`src/rtl/crosswalk_request_if.sv`:
```
// Request/response link between the pedestrian-side initiator and the
// traffic-light controller.
//   button : initiator -> controller, level request held until served
//   lights : controller -> initiator, current 3-bit light code
interface crosswalk_request_if;
    logic       button;
    logic [2:0] lights;

    modport master (output button, input lights);
    modport slave  (input button, output lights);
endinterface

```
`src/rtl/crosswalk_request.sv`:
```
// Pedestrian-side request initiator: synchronises and debounces a raw
// push-button, holds a request towards the light controller until the GREEN
// code is seen, then locks out further presses through a cooldown.
// Ports:
//   clk          system clock, posedge
//   reset        synchronous active-high reset
//   btn_raw      asynchronous, bouncy pedestrian button
//   ctl          master side of the controller link (button out, lights in)
//   pending      high while a request is outstanding
//   busy         high while presses are ignored (served / cooldown)
//   served_count number of requests served, wraps 15->0
module crosswalk_request #(
    parameter int unsigned DEBOUNCE_CYCLES = 4,
    parameter int unsigned COOLDOWN_CYCLES = 8,
    parameter logic [2:0]  GREEN_CODE      = 3'b111,
    parameter logic [2:0]  RED_CODE        = 3'b000
) (
    input  logic                       clk,
    input  logic                       reset,
    input  logic                       btn_raw,
    crosswalk_request_if.master        ctl,
    output logic                       pending,
    output logic                       busy,
    output logic [3:0]                 served_count
);

    localparam int unsigned CNT_W = 8;
    localparam logic [CNT_W-1:0] DB_LAST = CNT_W'(DEBOUNCE_CYCLES - 1);
    localparam logic [CNT_W-1:0] CD_LAST = CNT_W'(COOLDOWN_CYCLES - 1);

    typedef enum logic [2:0] {
        IDLE,
        DEBOUNCE,
        REQUEST,
        SERVED,
        COOLDOWN
    } state_t;

    state_t           state_q, state_d;
    logic [CNT_W-1:0] cnt_q, cnt_d;
    logic             s1_q, btn_s_q;
    logic             serve_c;

    // Two-flop synchroniser for the asynchronous button
    always_ff @(posedge clk) begin
        if (reset) begin
            s1_q    <= 1'b0;
            btn_s_q <= 1'b0;
        end else begin
            s1_q    <= btn_raw;
            btn_s_q <= s1_q;
        end
    end

    // State, shared counter, served counter and registered outputs
    always_ff @(posedge clk) begin
        if (reset) begin
            state_q      <= IDLE;
            cnt_q        <= '0;
            served_count <= 4'd0;
            ctl.button   <= 1'b0;
            pending      <= 1'b0;
            busy         <= 1'b0;
        end else begin
            state_q    <= state_d;
            cnt_q      <= cnt_d;
            if (serve_c) begin
                served_count <= served_count + 4'd1;
            end
            // Outputs track the next state so they equal a decode of state_q
            ctl.button <= (state_d == REQUEST);
            pending    <= (state_d == REQUEST);
            busy       <= (state_d == SERVED) || (state_d == COOLDOWN);
        end
    end

    // Next-state logic; cnt counts debounce samples or cooldown cycles
    always_comb begin
        state_d = state_q;
        cnt_d   = cnt_q;
        serve_c = 1'b0;
        unique case (state_q)
            IDLE: begin
                if (btn_s_q) begin
                    cnt_d   = CNT_W'(1);
                    // A single-sample debounce accepts the press immediately
                    state_d = (DEBOUNCE_CYCLES == 1) ? REQUEST : DEBOUNCE;
                end
            end
            DEBOUNCE: begin
                if (!btn_s_q) begin
                    state_d = IDLE;
                    cnt_d   = '0;
                end else if (cnt_q == DB_LAST) begin
                    state_d = REQUEST;
                end else begin
                    cnt_d = cnt_q + CNT_W'(1);
                end
            end
            REQUEST: begin
                if (ctl.lights == GREEN_CODE) begin
                    state_d = SERVED;
                    serve_c = 1'b1;
                end
            end
            SERVED: begin
                if (ctl.lights == RED_CODE) begin
                    state_d = COOLDOWN;
                    cnt_d   = '0;
                end
            end
            COOLDOWN: begin
                // Counter saturates; a still-held button keeps the lockout
                if (cnt_q == CD_LAST) begin
                    if (!btn_s_q) begin
                        state_d = IDLE;
                        cnt_d   = '0;
                    end
                end else begin
                    cnt_d = cnt_q + CNT_W'(1);
                end
            end
            default: begin
                state_d = IDLE;
                cnt_d   = '0;
            end
        endcase
    end

endmodule

```
`src/flat_wrapper.sv`:
```
// flat-port wrapper written by rule: the top's interface ports become plain ports
module crosswalk_request_flat 
#(
    parameter int unsigned DEBOUNCE_CYCLES = 4,
    parameter int unsigned COOLDOWN_CYCLES = 8,
    parameter logic [2:0]  GREEN_CODE      = 3'b111,
    parameter logic [2:0]  RED_CODE        = 3'b000
)
  (clk, reset, btn_raw, pending, busy, served_count, ctl_button, ctl_lights);
  crosswalk_request_if ctl_i ();
  input  logic clk;
  input  logic reset;
  input  logic btn_raw;
  output logic pending;
  output logic busy;
  output logic [3:0] served_count;
  output wire logic [$bits(ctl_i.button)-1:0] ctl_button;
  input wire logic [$bits(ctl_i.lights)-1:0] ctl_lights;
  assign ctl_button = ctl_i.button;
  assign ctl_i.lights = ctl_lights;
  crosswalk_request #(.DEBOUNCE_CYCLES(DEBOUNCE_CYCLES), .COOLDOWN_CYCLES(COOLDOWN_CYCLES), .GREEN_CODE(GREEN_CODE), .RED_CODE(RED_CODE)) u_core (.clk(clk), .reset(reset), .btn_raw(btn_raw), .ctl(ctl_i), .pending(pending), .busy(busy), .served_count(served_count));
endmodule
```
`config.mk`:
```
export PLATFORM = sky130hd
export DESIGN_NAME = crosswalk_request_flat
export DESIGN_NICKNAME = d
export VERILOG_FILES = /design/src/rtl/crosswalk_request_if.sv /design/src/rtl/crosswalk_request.sv /design/src/flat_wrapper.sv
export SDC_FILE = /design/constraint.sdc
export NUM_CORES = 1
export LEC_CHECK = 0
export CAP_MARGIN = 40
export CORE_MARGIN = 2
export CORE_UTILIZATION = 53
export CTS_BUF_LIST = sky130_fd_sc_hd__clkbuf_4 sky130_fd_sc_hd__clkbuf_8 sky130_fd_sc_hd__clkbuf_16
export CTS_CLUSTER_DIAMETER = 120
export CTS_CLUSTER_SIZE = 28
export DETAILED_ROUTE_END_ITERATION = 6
export PLACE_DENSITY = 0.77
export SLEW_MARGIN = 20
export SYNTH_ARGS = -nofsm -noshare
export SYNTH_HDL_FRONTEND = slang
export SYNTH_SLANG_ARGS = --single-unit
```
`constraint.sdc`:
```
create_clock -name clk -period 1.8 [get_ports clk]
set_input_delay 0.45 -clock clk [delete_from_list [all_inputs] [get_ports clk]]
set_output_delay 0.45 -clock clk [all_outputs]
set_load 0.05 [all_outputs]
```
After elaboration in Yosys (flattened, before gate mapping)
Index checks and enable logic that the tools add are counted.

Memory bits (read-only): 0. Bits of input ports: 6. Logic and storage cells: 45. Output and inout port bits: 7. Register bits: 19. RAM bits: 0. Memories kept: 0. Bits in latches: 0.

Muxes and demuxes: 17. Order comparisons: 0. $mul: 0. Reductions and logical operators: 4. Shift operators: 0. Eq/ne operators: 14. Bitwise logic cells: 1. Add/subtract/negate cells: 2. Divide/modulo/power cells: 0.

Operators by type and width (number): $mux 8 (6); $pmux 8 s5 (1); $mux 3 (7); $pmux 3 s5 (1); $eq 3x2->1 const B (4); $eq 3x3->1 const B (3); $add 8x1->8 const B (1); $eq 8x2->1 const B (1); $eq 8x3->1 const B (1); $logic_not 3->1 (2); $ne 3x3->1 const B (2); $reduce_and 5->1 (1); $add 4x1->4 const B (1); $ne 2x1->1 const B (2); $eq 3x1->1 const B (1); $mux 1 (2); $logic_or 1x1->1 (1); $not 1->1 (1).

Logic depth before layout (Yosys ltp)
Depth after elaboration: 6. Depth in mapped cells: 7. Gate-level depth less buffers: 6.

Worst setup path after synthesis
OpenSTA, ideal clock, no wires.

Path type: register -> register. Start point: register u_core.cnt_q[3]. End point: register u_core.cnt_q[6]. Clock period less this slack: 1669 ps. Arrival: 1535 ps. Required time: 1666 ps. Cell stages (with the launch flop): 6. Library setup time: 134 ps. Buffers on the path: 0. Setup slack: 131 ps. Cell sequence: dfxtp_1 or4_4 o311ai_1 a211oi_1 o311ai_1 o211ai_1.

Word-level cells in the longest chain between the ends: 4. Elaborated cells on any way between the ends: 10. Those cells by class: 1 x add/sub; 4 x eq/ne; 4 x mux; 1 x reduce/logical.

RTL lines: from (decl) (line crosswalk_request.sv:40) `logic [CNT_W-1:0] cnt_q, cnt_d;`; from (signal assigned) (line crosswalk_request.sv:66) `cnt_q <= cnt_d;`; $add 8x1->8 (line crosswalk_request.sv:97, crosswalk_request.sv:120); $mux 8 (line crosswalk_request.sv:94) `end else if (cnt_q == DB_LAST) begin`; $mux 8 (line crosswalk_request.sv:91) `if (!btn_s_q) begin`; $pmux 8 s5 (line crosswalk_request.sv:82) `unique case (state_q)`.

Several ways; a longest one is shown, not always the timed one. The select of a mux whose other input is x is not followed. A chain may end at the register's enable or synchronous reset.

Worst setup path after layout
Same ends and word-level chain as after synthesis.

==> metrics.yaml <==
fin_crit_ns: 1.72
crit_type: "flip-flop to flip-flop"
via_per_inst: 5.59
cts_tree: "done"
cp-startpoint: "u_core.cnt_q[3]"
rsz0062_at_grt: "yes"
peakVddDrop_uv: 506
setup_viol: 0
drive_gt1_frac: 0.280
ys.flop_type: "dfxtp_1"
die_x_um: 48.2
cp-endpoint: "u_core.cnt_q[6]"
wl_mm: 2.36
clk-insertion-delay-late_ns: 0.30
wl_per_cell_um: 13.9
cp.arrival_ns: 1.94
synth_cell_type_count: 45
dr_total_vias: 951
path_cells: "or4_4 > nor4_4 > o21a_2 > buf_12 > o21bai_4 > o211ai_1"
synth_area_leaders: "dfxtp_1 37%, nor2_1 4.0%, o21ai_0 3.9%"
dpl.cell_count: 165
max_freq_mhz: 582
area_delta_synth_final_pct: 30.3
critPathCaptureType: "flip-flop"
cp_max_fo: 6
hold_viol: 0
layout.nets: 152
place_hpwl_mm: 1.68
instances_no_fill: 170
grtUsageTotal: 0.216
hp-class: "flip-flop to flip-flop"
cts_root_buffer: "clkbuf_4"
first_pass_iters: 4
fin_setup_tns_ns: 0
async_flop_share: 0
startpoint_type: "flip-flop"
slew_viol_final: 0
r2r_start: "u_core.cnt_q[3]"
synth_edf_count: 0
overflow: 0
r2r_cells: 6
slowest_stage: "or4_4"
clockBufferDepth: 2
power.total_uw: 701
n_antenna_cell: 0
slew_headroom: 0.721
synth_most_common_cell: "dfxtp_1"
tightestPinTransition_ns: 0.418
globalplace.congestion: 0.863
grt_max_degree: 16
die_h_um: 48.2
avgSynthCellArea_um2: 8.57
grt_antenna_before_repair: 0
ant_nets: 0
yosysSeqAreaShare: 0.367
path_clk_slew_ns: 0.10
synth_common_cells: "19 x dfxtp_1, 11 x nor2_1, 8 x o21ai_0"
final_util: 0.711
clock_sinks: 19
core_um2: 1900
p_leak_nw: 0.526
drcViolationCount: 0
critPathMaxStageDelay_ns: 0.59
h-tree-depth: 1
numCtsBuffers: 3
clock_skew_ns: 0.00640
row_count: 16
die_area_um2: 2330
yosys.area.top_type: "dfxtp_1"
io_buffers: 12
synth_top_area_frac: 0.367
rrSetupSlack_ns: 0.08
r2r_end: "u_core.cnt_q[6]"
grt_first_pass_wirelength_mm: 3.52
min_period_over_period: 0.954
grt_pass1_vias: 838
cts_hold_buf: 0
synthCells: 121
yosysWarnings: 0
syn_nets: 129
required_ns: 2.02
syn-cell-area_um2: 1040
ios: 13
dr.first_iter.drc_count: 16
initial_core_util: 0.545
ys_ff_latch: 19
power_density_nw_per_um2: 518
drv_cap: 0
status: "completed"
[metal layers]
| layer | wire, um | vias up | share of wire | global-route usage |
|---|---|---|---|---|
| met2 | 1170 | 17 | 0.50 | 0.347 |
| met3 | 62 | 2 | 0.026 | 0.0222 |
| met4 | 13 | 0 | 0.0055 | 0.108 |
| met1 | 1110 | 445 | 0.47 | 0.288 |
| li1 | - | 487 | - | - |
| met5 | 0 | - | 0 | 0 |
[how the worst min path moves through the flow]
stage / slack [ns] / cells past startpoint / from / to
3_3_place_gp: 0.42 / 1 / u_core.s1_q / u_core.btn_s_q
5_1_grt: 0.48 / 1 / u_core.s1_q / u_core.btn_s_q
4_1_cts: 0.46 / 1 / u_core.s1_q / u_core.btn_s_q
2_1_floorplan: 0.41 / 1 / u_core.s1_q / u_core.btn_s_q
6_report: 0.46 / 1 / u_core.s1_q / u_core.btn_s_q
3_5_place_dp: 0.44 / 1 / u_core.s1_q / u_core.btn_s_q
[what timing repair did]
item                                    in CTS  in global routing
hold endpoints to repair                     0                  0
endpoints found under the setup margin       9                 11
pin swaps                                    1                  8
resized for setup                            5                 14
setup buffers                                0                  1
[state kept, by name (all words and copies together) (netlist names)]
register	count
u_core.state_q	3
u_core.ctl.button	1
u_core.btn_s_q	1
u_core.served_count	4
u_core.busy	1
u_core.s1_q	1
u_core.cnt_q	8
[kinds of logic (layout without fill, tap and decap cells)]
kind of cell	after synthesis	count (layout)	synth area share
muxes	1	1	0.00965
and+or+nand+nor	50	50	0.285
buffers and inverters	13	35	0.0615
AOI/OAI and AO/OA	33	33	0.228
adders and majority gates	2	2	0.0241
xor gates and xnor gates	3	3	0.0253
DFF	19	19	0.367
[metrics by stage]
step / area, um2 / hold slack, ns / worst slack, ns
after floorplan: 1040 / 0.414 / 0.131
after global placement: 1220 / 0.425 / -0.310
after detailed placement: 1220 / 0.435 / -0.373
after CTS: 1260 / 0.463 / 0.0287
after global routing: 1350 / 0.483 / -0.0220
final: 1350 / 0.460 / 0.0822
[power breakdown]
group	switching, mW	internal, mW
Sequential	0.00310	0.424
Combinational	0.0298	0.0298
Clock	0.131	0.0827
Total	0.164	0.537
[layout make-up]
type	instances	area, um2
inverter	7	28.8
tap	27	33.8
sequential	19	384
timing repair buffer	24	205
fill	152	551
clock inverter	1	5.00
clock buffer	3	22.5
multi-input combinational	89	672
[cell usage in the layout (no fill, tap or decap), types with 3 or more instances in the layout]
cell type	synthesis	routed
buf_4	1	18
dfxtp_1	19	16
nor2_1	11	11
o21ai_0	8	7
inv_1	6	6
nand2_1	7	6
a21oi_1	5	5
nand2b_1	4	4
nand3_1	4	4
o21ai_1	3	4
nor2b_1	4	4
nor4_4	1	3
and3_1	3	3
a31oi_1	3	3
clkbuf_4	0	3
dfxtp_2	0	3
[critical path, delay by kind of cell, from the launching register on]
kind | cells | cell delay [ns]
flops | 1 | 0.35
simple gates | 2 | 0.73
buf+inv | 1 | 0.12
compound gates | 3 | 0.44
Power figures use the tool's default switching activity.
